==> config.mk <==
export PLATFORM = sky130hd
export DESIGN_NAME = pcm_capture_sched
export DESIGN_NICKNAME = d
export VERILOG_FILES = /design/src/rtl/pcm_capture_sched.sv
export SDC_FILE = /design/constraint.sdc
export NUM_CORES = 1
export LEC_CHECK = 0
export CORE_MARGIN = 2
export CORE_UTILIZATION = 45
export DETAILED_ROUTE_END_ITERATION = 10
export PLACE_DENSITY_LB_ADDON = 0.12
export SLEW_MARGIN = 20
export SYNTH_ARGS = -nofsm -noshare
export SYNTH_HDL_FRONTEND = slang
export SYNTH_SLANG_ARGS = --single-unit
==> constraint.sdc <==
create_clock -name clk -period 14.19 [get_ports clk]
set_clock_uncertainty 0.15 [all_clocks]
set_input_delay 4.257 -clock clk [delete_from_list [all_inputs] [get_ports clk]]
set_output_delay 4.257 -clock clk [all_outputs]
set_load 0.005 [all_outputs]
==> src/rtl/pcm_capture_sched.sv <==
// pcm_capture_sched: PCM microphone capture sequencer.
// Divides the system clock down to the audio sample strobe, captures one mic
// sample per strobe, packs NS samples into one FIFO word, presents the word
// to the capture FIFO under backpressure, and counts words dropped because
// the previous word was still waiting for the FIFO.
module pcm_capture_sched #(
  parameter int FI = 50000000,
  parameter int FS = 15000,
  parameter int SW = 12,
  parameter int NS = 10
) (
  input  logic             clk,
  input  logic             reset,
  input  logic             start,
  input  logic             stop,
  input  logic [SW-1:0]    smp_in,
  output logic             smp_tick,
  output logic [SW*NS-1:0] fifo_wdata,
  output logic             fifo_wr,
  input  logic             fifo_full,
  output logic             busy,
  output logic             ovf,
  output logic [7:0]       ovf_cnt
);

  localparam int P  = FI / FS;
  localparam int CW = (P > 1) ? $clog2(P) : 1;
  localparam int IW = (NS > 1) ? $clog2(NS) : 1;
  localparam logic [CW-1:0] CNT_RELOAD = CW'(P - 1);
  localparam logic [IW-1:0] IDX_LAST   = IW'(NS - 1);

  typedef enum logic [1:0] {
    S_IDLE  = 2'd0,
    S_RUN   = 2'd1,
    S_DRAIN = 2'd2
  } state_t;

  state_t           r_state;
  logic [CW-1:0]    r_cnt;
  logic [IW-1:0]    r_idx;
  logic [SW*NS-1:0] r_part;
  logic [SW*NS-1:0] r_word;
  logic             r_pend;
  logic             r_tick;
  logic             r_busy;
  logic             r_ovf;
  logic [7:0]       r_ovf_cnt;

  logic             w_accept;
  logic             w_blocked;
  logic [SW*NS-1:0] w_done_word;

  // A pending word leaves on any edge where the FIFO has room; a pending word
  // that cannot leave on this edge blocks the next completed word.
  assign w_accept  = r_pend & ~fifo_full;
  assign w_blocked = r_pend & fifo_full;

  // Completed word = slots already packed plus the sample arriving now in the last slot.
  always_comb begin
    w_done_word = r_part;
    w_done_word[SW*(NS-1) +: SW] = smp_in;
  end

  // Capture FSM: sample-rate divider, slot packing, pending word and overflow tracking.
  always_ff @(posedge clk or posedge reset) begin
    if (reset) begin
      r_state   <= S_IDLE;
      r_cnt     <= '0;
      r_idx     <= '0;
      r_part    <= '0;
      r_word    <= '0;
      r_pend    <= 1'b0;
      r_tick    <= 1'b0;
      r_busy    <= 1'b0;
      r_ovf     <= 1'b0;
      r_ovf_cnt <= '0;
    end else begin
      r_tick <= 1'b0;
      if (w_accept) begin
        r_pend <= 1'b0;
      end
      case (r_state)
        S_IDLE: begin
          // start together with stop is treated as no request
          if (start && !stop) begin
            r_state <= S_RUN;
            r_busy  <= 1'b1;
            r_cnt   <= CNT_RELOAD;
            r_idx   <= '0;
            r_part  <= '0;
          end
        end
        S_RUN: begin
          if (stop) begin
            // Partial word is abandoned; only a word the FIFO has not yet
            // taken keeps the block busy.
            r_cnt <= '0;
            r_idx <= '0;
            if (w_blocked) begin
              r_state <= S_DRAIN;
            end else begin
              r_state <= S_IDLE;
              r_busy  <= 1'b0;
            end
          end else begin
            if (r_cnt == '0) begin
              r_tick <= 1'b1;
              r_cnt  <= CNT_RELOAD;
            end else begin
              r_cnt <= r_cnt - 1'b1;
            end
            // The strobe cycle is ending: take the sample presented with it.
            if (r_tick) begin
              if (r_idx == IDX_LAST) begin
                r_idx <= '0;
                if (w_blocked) begin
                  r_ovf <= 1'b1;
                  if (r_ovf_cnt != 8'hFF) begin
                    r_ovf_cnt <= r_ovf_cnt + 8'd1;
                  end
                end else begin
                  r_word <= w_done_word;
                  r_pend <= 1'b1;
                end
              end else begin
                for (int k = 0; k < NS; k++) begin
                  if (r_idx == IW'(k)) begin
                    r_part[k*SW +: SW] <= smp_in;
                  end
                end
                r_idx <= r_idx + 1'b1;
              end
            end
          end
        end
        S_DRAIN: begin
          if (!r_pend || w_accept) begin
            r_state <= S_IDLE;
            r_busy  <= 1'b0;
          end
        end
        default: begin
          r_state <= S_IDLE;
          r_busy  <= 1'b0;
        end
      endcase
    end
  end

  assign smp_tick   = r_tick;
  assign fifo_wdata = r_word;
  assign fifo_wr    = w_accept;
  assign busy       = r_busy;
  assign ovf        = r_ovf;
  assign ovf_cnt    = r_ovf_cnt;

endmodule

==> impl_metrics.env, run 1 <==
export IMPL_fmax_mhz=103
export IMPL_multi_input_area_um2=3650
export IMPL_cp_max_fo=2
export IMPL_worstPathRequired_ns=9.78
export IMPL_drv_slew=0
export IMPL_fillers=1877
export IMPL_grt_pass1_wl_um=36100
export IMPL_chipWidth_um=156
export IMPL_numPortBuffers=148
export IMPL_critPathCaptureType="output pin"
export IMPL_antenna_left=0
export IMPL_design_area_um2=13000
export IMPL_wl_met1_um=10900
export IMPL_cts_buffer_depth=3
export IMPL_mappedNetlistArea_um2=10400
export IMPL_clk_pin_slew_ns=0.06
export IMPL_numCtsBuffers=28
export IMPL_period_needed_ns=9.69
export IMPL_peakVddDrop_mv=0.0618
export IMPL_finalPower_mw=1.62
export IMPL_synth_top_flop_cell="dfrtp_1"
export IMPL_routed_wirelength_um=22700
export IMPL_final_layout_size_suffix_gt1_share_pct=18.7
export IMPL_grt_pass1_vias=6196
export IMPL_hold_viol=0
export IMPL_worstMarginPinSlew_ns=0.906
export IMPL_combinationalPowerShare_pct=6.6
export IMPL_synth_seq_cells=258
export IMPL_async_reset_ff_share_pct=100
export IMPL_area_delta_synth_final_pct=24.8
export IMPL_post_drt_wl_per_cell_um=18.0
export IMPL_grt_max_degree=107
export IMPL_p_leak_nw=6.28
export IMPL_clkLatencyLatePin_ns=0.53
export IMPL_syn_num_nets=827
export IMPL_cts_sinks=258
export IMPL_cts_tree="done"
export IMPL_dr_wl_met3_um=853
export IMPL_p_int_mw=1.24
export IMPL_slew_headroom_pct=39.6
export IMPL_synth_cell_type_count=47
export IMPL_post_cts_setup_buffer_count=0
export IMPL_fin_ws_ns=4.50
export IMPL_fin_util_pct=57.3
export IMPL_place_ws_ns=4.48
export IMPL_hp_class="reg -> reg"
export IMPL_synth_simple_area_share_pct=8.90
export IMPL_synth_top_family_by_area="multiplexers"
export IMPL_drc=0
export IMPL_fin_nets=975
export IMPL_fp_dieH_um=156
export IMPL_top_layer_used="met4"
export IMPL_dpl_hpwl_um=14200
export IMPL_drv_cap=0
export IMPL_powerDensity_nw_per_um2=125
export IMPL_dr_pass1_iters=6
export IMPL_grt_overflow_total=0
export IMPL_vias=6300
export IMPL_n_antenna_cell=0
export IMPL_synth_compound_area_share_pct=7.93
export IMPL_track_usage_pct=19.2
export IMPL_dieArea_um2=24300
export IMPL_root_buffer="clkbuf_16"
export IMPL_avgSynthCellArea_um2=12.9
export IMPL_netlist_area_leader_share_pct=62.1
export IMPL_rsz0062_at_grt="no"
export IMPL_seqCellArea_um2=6460
export IMPL_outcome="finished clean"
export IMPL_placementRows=55
export IMPL_synthAdderAreaFrac_pct=0.361
export IMPL_postCtsHoldBufs=0
export IMPL_synth_top_cells_by_area="dfrtp_1 62%, mux2_4 14%, o21ai_0 5.4%"
export IMPL_synth_edff_count=0
export IMPL_yosysWarnings=0
export IMPL_io_pins=149
export IMPL_route_met2_wl_um=10600
export IMPL_critPathLaunchType="input pin"
export IMPL_fin_crit_sh_pct=68.3
export IMPL_crit_arrival_ns=5.29
export IMPL_synth_xor_area_share_pct=0.927
export IMPL_post_cts_resized=0
export IMPL_p_switching_mw=0.377
export IMPL_drt_iter0_drc=405
export IMPL_gp_congestion=0.817
export IMPL_htree_levels=1
export IMPL_yosysTopAreaCell="dfrtp_1"
export IMPL_setup_violations=0
export IMPL_synth_mux_area_share_pct=16.9
export IMPL_clkPwrFrac_pct=43.4
export IMPL_postPlaceCellArea_um2=12100
export IMPL_switching_share_pct=23.3
export IMPL_antenna_found_initial=0
export IMPL_crit_type="in -> out"
export IMPL_tns_ns=0
export IMPL_power_frac_seq_pct=50.0
export IMPL_coreArea_um2=22600
export IMPL_synth_yosys_seq_area_share_pct=62.1
export IMPL_via_per_inst=5.00
export IMPL_synthCells=807
export IMPL_initial_core_util_pct=45.9
## registers in the layout (all words and copies together) (netlist names)
register	flops
r_cnt	12
r_pend	1
r_idx	4
busy	1
r_part	108
smp_tick	1
fifo_wdata	120
ovf	1
ovf_cnt	8
r_state	2
## metal layers
metal | GRT usage (%) | vias to the layer above
met2 | 30.3 | 132
met3 | 2.92 | 27
met5 | 0 | -
met4 | 4.50 | 0
met1 | 28.2 | 3072
li1 | - | 3069
## final cells by class
| cell class | instances | area share (%) |
|---|---|---|
| Tap cell | 285 | 2.75 |
| Timing Repair Buffer | 158 | 12.0 |
| Clock buffer | 45 | 6.52 |
| Sequential cell | 258 | 49.8 |
| Multi-Input combinational cell | 498 | 28.2 |
| Inverter | 11 | 0.376 |
| Clock inverter | 5 | 0.415 |
## critical path, cell delays in order
cell and delay [ns]:
clkdlybuf4s50_1 0.41, nor2b_1 0.11, clkdlybuf4s50_1 0.50
## worst paths after layout
path,cells after the start,start,slack (ns),end
setup reg to reg,6,r_state[1],10.59,fifo_wdata[15]
hold / removal,2,r_part[105],0.32,r_part[105]
max in group asynchronous,3,reset,8.34,fifo_wdata[92]
setup / recovery,3,fifo_full,4.50,fifo_wr
min in group asynchronous,2,reset,4.10,fifo_wdata[113]
hold reg to reg,2,r_part[105],0.32,r_part[105]
## cells in the mapped netlist (2+ instances only)
cell type	number
dfrtp_1	258
nand2_1	137
o21ai_0	113
mux2_4	100
mux2_2	21
nor2_1	21
buf_2	17
nor3_1	15
o21ai_1	14
a21oi_1	13
buf_6	11
clkbuf_1	11
inv_1	11
nand2b_1	9
xor2_1	7
nand3_1	5
xnor2_1	4
ha_1	3
nor2b_1	3
a31oi_1	2
mux2i_1	2
nor4_1	2
o22a_1	2
o22ai_1	2
or4_1	2
## cells in the final DEF, fill, tap and decap left out, types with 3 or more instances in the layout
master / netlist / layout
o21ai_1: 14 / 13
xnor2_1: 4 / 4
inv_1: 11 / 10
clkbuf_1: 11 / 10
nand2_1: 137 / 136
clkbuf_8: 0 / 6
nor2_1: 21 / 21
ha_1: 3 / 3
nor3_1: 15 / 15
dfrtp_1: 258 / 258
mux2_2: 21 / 21
clkinv_2: 0 / 3
clkdlybuf4s50_1: 0 / 148
nand3_1: 5 / 5
o21ai_0: 113 / 113
nand2b_1: 9 / 9
buf_4: 0 / 9
clkbuf_16: 0 / 29
nor2b_1: 3 / 3
mux2_4: 100 / 100
xor2_1: 7 / 7
a21oi_1: 13 / 13
## logic make-up after synthesis
logic type / after synthesis
AND/OR/NAND/NOR: 205
flip-flops: 258
AO/OA/AOI/OAI: 156
XOR/XNOR: 11
multiplexers: 123
buffers and inverters: 51
adder cells (fa/ha/maj): 3
## through the flow
stage / std cells / hold slack [ns]
global placement: 1210 / 0.307
finish: 1260 / 0.324
global route: 1260 / 0.342
detailed placement: 1210 / 0.317
CTS: 1260 / 0.331
floorplan: 807 / 0.296
## power groups by stage
stage                     Clock (mW)  Combinational [mW]  Sequential, mW
after floorplan                    0              0.0780           0.816
after global placement             0               0.106           0.821
after detailed placement           0               0.109           0.823
after CTS                      0.720               0.109           0.810
after global routing           0.757               0.125           0.816
final                          0.703               0.107           0.810
No activity file was read; power rests on OpenSTA's default activity.
==> inputs of run 2 (changes only) <==
==> constraint.sdc (replaced) <==
create_clock -name clk -period 9.4 [get_ports clk]
set_clock_uncertainty 0.15 [all_clocks]
set_input_delay 2.82 -clock clk [delete_from_list [all_inputs] [get_ports clk]]
set_output_delay 2.82 -clock clk [all_outputs]
set_load 0.005 [all_outputs]
==> run 2 against run 1 <==
Against the previous run:
- final cell count is essentially flat
- worst hold slack better by 0.0034 ns
- register-to-register slack worse by 4.1 ns
- combinational power rose by 53%
- routed wire length up 1.5%
- sequential power rose by 51%
- count of clock-buffer cells in the layout shrank 4
- non-clock buffer count decreased by 1
- first-iteration DRC count shrank 24%
- global-route usage up 0.43 points
- critical endpoint unchanged
==> impl_metrics.env, run 2 (synthesis gave the netlist of run 1 again) <==
export IMPL_outcome="finished clean"
export IMPL_crit_type="in -> out"
export IMPL_cp_max_fo=2
export IMPL_antenna_found_initial=0
export IMPL_grt_pass1_vias=6413
export IMPL_cts_sinks=258
export IMPL_n_antenna_cell=0
export IMPL_antenna_left=0
export IMPL_critPathCaptureType="output pin"
export IMPL_postCtsHoldBufs=0
export IMPL_drt_iter0_drc=306
export IMPL_post_cts_resized=0
export IMPL_drv_cap=0
export IMPL_dpl_hpwl_um=14400
export IMPL_layout_commonest_cell="dfrtp_1"
export IMPL_via_per_inst=5.04
export IMPL_fin_crit_sh_pct=72.7
export IMPL_final_cell_mix="258 x dfrtp_1, 148 x clkdlybuf4s50_1, 136 x nand2_1, 113 x o21ai_0, 100 x mux2_4"
export IMPL_fmax_mhz=146
export IMPL_p_leak_nw=6.29
export IMPL_placementRows=55
export IMPL_rsz0062_at_grt="no"
export IMPL_finalPower_mw=2.48
export IMPL_clk_pin_slew_ns=0.06
export IMPL_drv_slew=0
export IMPL_root_buffer="clkbuf_16"
export IMPL_critPathLaunchType="input pin"
export IMPL_hp_class="reg -> reg"
export IMPL_chipWidth_um=156
export IMPL_dr_pass1_iters=4
export IMPL_setup_violations=0
export IMPL_period_needed_ns=6.83
export IMPL_coreArea_um2=22600
export IMPL_drc=0
export IMPL_numPortBuffers=148
export IMPL_powerDensity_nw_per_um2=191
export IMPL_worstPathRequired_ns=6.43
export IMPL_crit_arrival_ns=3.86
export IMPL_worstMarginPinSlew_ns=0.906
export IMPL_fp_dieH_um=156
export IMPL_post_drt_wl_per_cell_um=18.3
export IMPL_largest_reg_flops=120
export IMPL_grt_max_degree=125
export IMPL_grt_pass1_wl_um=37000
export IMPL_initial_core_util_pct=45.9
export IMPL_io_pins=149
export IMPL_htree_levels=1
export IMPL_hold_viol=0
export IMPL_gp_congestion=0.900
export IMPL_cts_tree="done"
export IMPL_post_cts_setup_buffer_count=0
export IMPL_clkLatencyLatePin_ns=0.53
export IMPL_track_usage_pct=19.6
export IMPL_final_layout_size_suffix_gt1_share_pct=18.9
export IMPL_fin_util_pct=57.4
export IMPL_cts_buffer_depth=3
export IMPL_fin_ws_ns=2.57
export IMPL_vias=6347
export IMPL_slew_headroom_pct=39.6
export IMPL_tns_ns=0
export IMPL_numCtsBuffers=27
export IMPL_dieArea_um2=24300
export IMPL_routed_wirelength_um=23000
export IMPL_peakVddDrop_mv=0.119
export IMPL_grt_overflow_total=0
export IMPL_area_delta_synth_final_pct=25.1
export IMPL_place_ws_ns=2.59
export IMPL_fin_nets=973
-- run 2: cell count changes in the layout (fill, tap and decap cells not counted), sizes merged --
| cell | change |
|---|---|
| bufinv | +2 |
| clkinvlp | +2 |
| buf | -1 |
| clkbuf | -4 |
-- run 2: stage by stage --
stage                     instances  instance area (um^2)  hold slack (ns)
after CTS                      1259                 13000            0.331
after floorplan                 807                 10400            0.296
after global routing           1259                 13000            0.351
after detailed placement       1209                 12100            0.303
final                          1259                 13000            0.328
after global placement         1209                 12100            0.310
-- run 2: worst max-delay path: stages --
cell and delay (ns):
clkdlybuf4s50_1 0.41, nor2b_1 0.12, clkdlybuf4s50_1 0.51
-- run 2: where the power goes --
part	internal (mW)	switching (mW)	leakage, nW
logic	0.0569	0.107	2.33
clock network	0.661	0.433	0.449
registers	1.18	0.0419	3.52
total	1.90	0.581	6.29
-- run 2: path summary, 6_finish.rpt --
| check | start | end | slack, ns | cells past startpoint |
|---|---|---|---|---|
| worst max register to register | r_state[1] | fifo_wdata[18] | 6.50 | 5 |
| min in group asynchronous | reset | fifo_wdata[24] | 2.63 | 2 |
| worst max-delay path | fifo_full | fifo_wr | 2.57 | 3 |
| worst min register to register | r_part[28] | r_part[28] | 0.33 | 2 |
| max in group asynchronous | reset | fifo_wdata[116] | 5.31 | 3 |
| worst min-delay path | r_part[28] | r_part[28] | 0.33 | 2 |
-- run 2: final cells by class --
cell class | instances | area [um^2]
Multi-Input combinational cell | 498 | 3660
Fill cell | 1859 | 9630
Timing Repair Buffer | 157 | 1570
Tap cell | 285 | 357
Clock buffer | 41 | 788
Sequential cell | 258 | 6460
Clock inverter | 9 | 130
Inverter | 11 | 45.0
-- run 2: metal layers --
layer	track usage, %	routed length [um]	vias up
li1	-	-	3074
met1	29.5	11300	3113
met2	30.3	10500	118
met3	2.53	713	42
met4	5.24	512	0
met5	0	0	-
==> inputs of run 3 (changes only) <==
==> constraint.sdc (replaced) <==
create_clock -name clk -period 6.61 [get_ports clk]
set_clock_uncertainty 0.15 [all_clocks]
set_input_delay 1.983 -clock clk [delete_from_list [all_inputs] [get_ports clk]]
set_output_delay 1.983 -clock clk [all_outputs]
set_load 0.005 [all_outputs]
==> run 3 against run 2 <==
Against the previous run:
- combinational power grew 41%
- non-clock buffer count grew 2
- global-route usage down 0.57 points
- power rose by 42%
- utilization up 0.15 points
- via count is 0.27% higher
- largest power group unchanged
- highest routed layer unchanged
- routed wire length fell by 0.35%
==> impl_metrics.env, run 3 (synthesis gave the netlist of run 1 again) <==
export IMPL_outcome="finished clean"
export IMPL_chipWidth_um=156
export IMPL_track_usage_pct=19.1
export IMPL_worstMarginPinSlew_ns=0.876
export IMPL_clkLatencyLatePin_ns=0.53
export IMPL_initial_core_util_pct=45.9
export IMPL_fin_util_pct=57.6
export IMPL_drv_cap=0
export IMPL_drc=0
export IMPL_post_cts_setup_buffer_count=0
export IMPL_whs_path_depth=2
export IMPL_dpl_hpwl_um=14500
export IMPL_routed_wirelength_um=22900
export IMPL_post_cts_resized=0
export IMPL_clk_pin_slew_ns=0.06
export IMPL_grt_max_degree=109
export IMPL_drt_iter0_drc=357
export IMPL_finalPower_mw=3.53
export IMPL_fmax_mhz=192
export IMPL_n_antenna_cell=0
export IMPL_cts_buffer_depth=3
export IMPL_post_drt_wl_per_cell_um=18.2
export IMPL_fin_ws_ns=1.40
export IMPL_cts_sinks=258
export IMPL_placementRows=55
export IMPL_fin_crit_sh_pct=78.8
export IMPL_fin_nets=975
export IMPL_period_needed_ns=5.21
export IMPL_vias=6364
export IMPL_cts_tree="done"
export IMPL_setup_violations=0
export IMPL_fp_dieH_um=156
export IMPL_hold_viol=0
export IMPL_postCtsHoldBufs=0
export IMPL_place_ws_ns=1.42
export IMPL_rsz0062_at_grt="no"
export IMPL_root_buffer="clkbuf_16"
export IMPL_coreArea_um2=22600
export IMPL_fin_cells=1260
export IMPL_hp_class="reg -> reg"
export IMPL_crit_arrival_ns=3.07
export IMPL_critPathLaunchType="input pin"
export IMPL_whs_ns=0.325
export IMPL_seqCellArea_um2=6460
export IMPL_antenna_found_initial=0
export IMPL_io_pins=149
export IMPL_r2r_slack_ns=4.11
export IMPL_critPathCaptureType="output pin"
export IMPL_worstReg2RegStart="r_state[1]"
export IMPL_drv_slew=0
export IMPL_min_from="r_part[19]"
export IMPL_antenna_left=0
export IMPL_largest_reg_flops=120
export IMPL_gp_congestion=0.816
export IMPL_htree_levels=1
export IMPL_peakVddDrop_mv=0.174
export IMPL_worstRegToRegCells=5
export IMPL_layout_commonest_cell="dfrtp_1"
export IMPL_cp_max_fo=2
export IMPL_design_area_um2=13000
export IMPL_slew_headroom_pct=41.5
export IMPL_via_per_inst=5.05
export IMPL_grt_overflow_total=0
export IMPL_crit_type="in -> out"
export IMPL_numCtsBuffers=27
export IMPL_p_leak_nw=6.32
export IMPL_fillers=1896
export IMPL_numPortBuffers=148
export IMPL_dr_pass1_iters=5
export IMPL_grt_pass1_wl_um=35800
export IMPL_area_delta_synth_final_pct=25.5
export IMPL_placed_cells=1211
export IMPL_worstPathRequired_ns=4.48
export IMPL_r2r_end="fifo_wdata[45]"
export IMPL_grt_pass1_vias=6179
export IMPL_dieArea_um2=24300
export IMPL_powerDensity_nw_per_um2=271
export IMPL_final_cell_mix="258 x dfrtp_1, 148 x clkdlybuf4s50_1, 136 x nand2_1, 113 x o21ai_0, 100 x mux2_4"
export IMPL_postPlaceCellArea_um2=12100
export IMPL_final_layout_size_suffix_gt1_share_pct=19.7
export IMPL_min_to="r_part[19]"
export IMPL_tns_ns=0
export IMPL_multi_input_area_um2=3660
## run 3: worst max path at each step
stage	startpoint	end	depth (start not counted)
6_report	fifo_full	fifo_wr	3
2_1_floorplan	reset	busy	1
4_1_cts	fifo_full	fifo_wr	3
3_3_place_gp	fifo_full	fifo_wr	3
3_5_place_dp	fifo_full	fifo_wr	3
5_1_grt	fifo_full	fifo_wr	3
## run 3: final cells by class
cell class                 count  share of cell area, %
multi-input combinational    498                   28.0
clock inverter                10                  0.816
inverter                      11                  0.345
tap                          285                   2.73
clock buffer                  39                   6.37
timing repair buffer         159                   12.2
sequential                   258                   49.5
## run 3: power breakdown
group | leakage, nW | total, mW | switching, mW | internal [mW]
clock network | 0.469 | 1.56 | 0.614 | 0.947
logic | 2.34 | 0.231 | 0.150 | 0.0813
registers | 3.52 | 1.74 | 0.0612 | 1.68
## run 3: layer usage
layer  wire length, um  up-vias  GRT usage (%)
li1                  -     3062              -
met1             10900     3121           28.0
met2             10600      147           30.1
met3               967       34           2.78
met4               489        0           4.67
met5                 0        -              0
## run 3: worst max-delay path: stages
cell	delay [ns]
clkdlybuf4s50_1	0.42
nor2b_1	0.15
clkdlybuf4s50_1	0.52
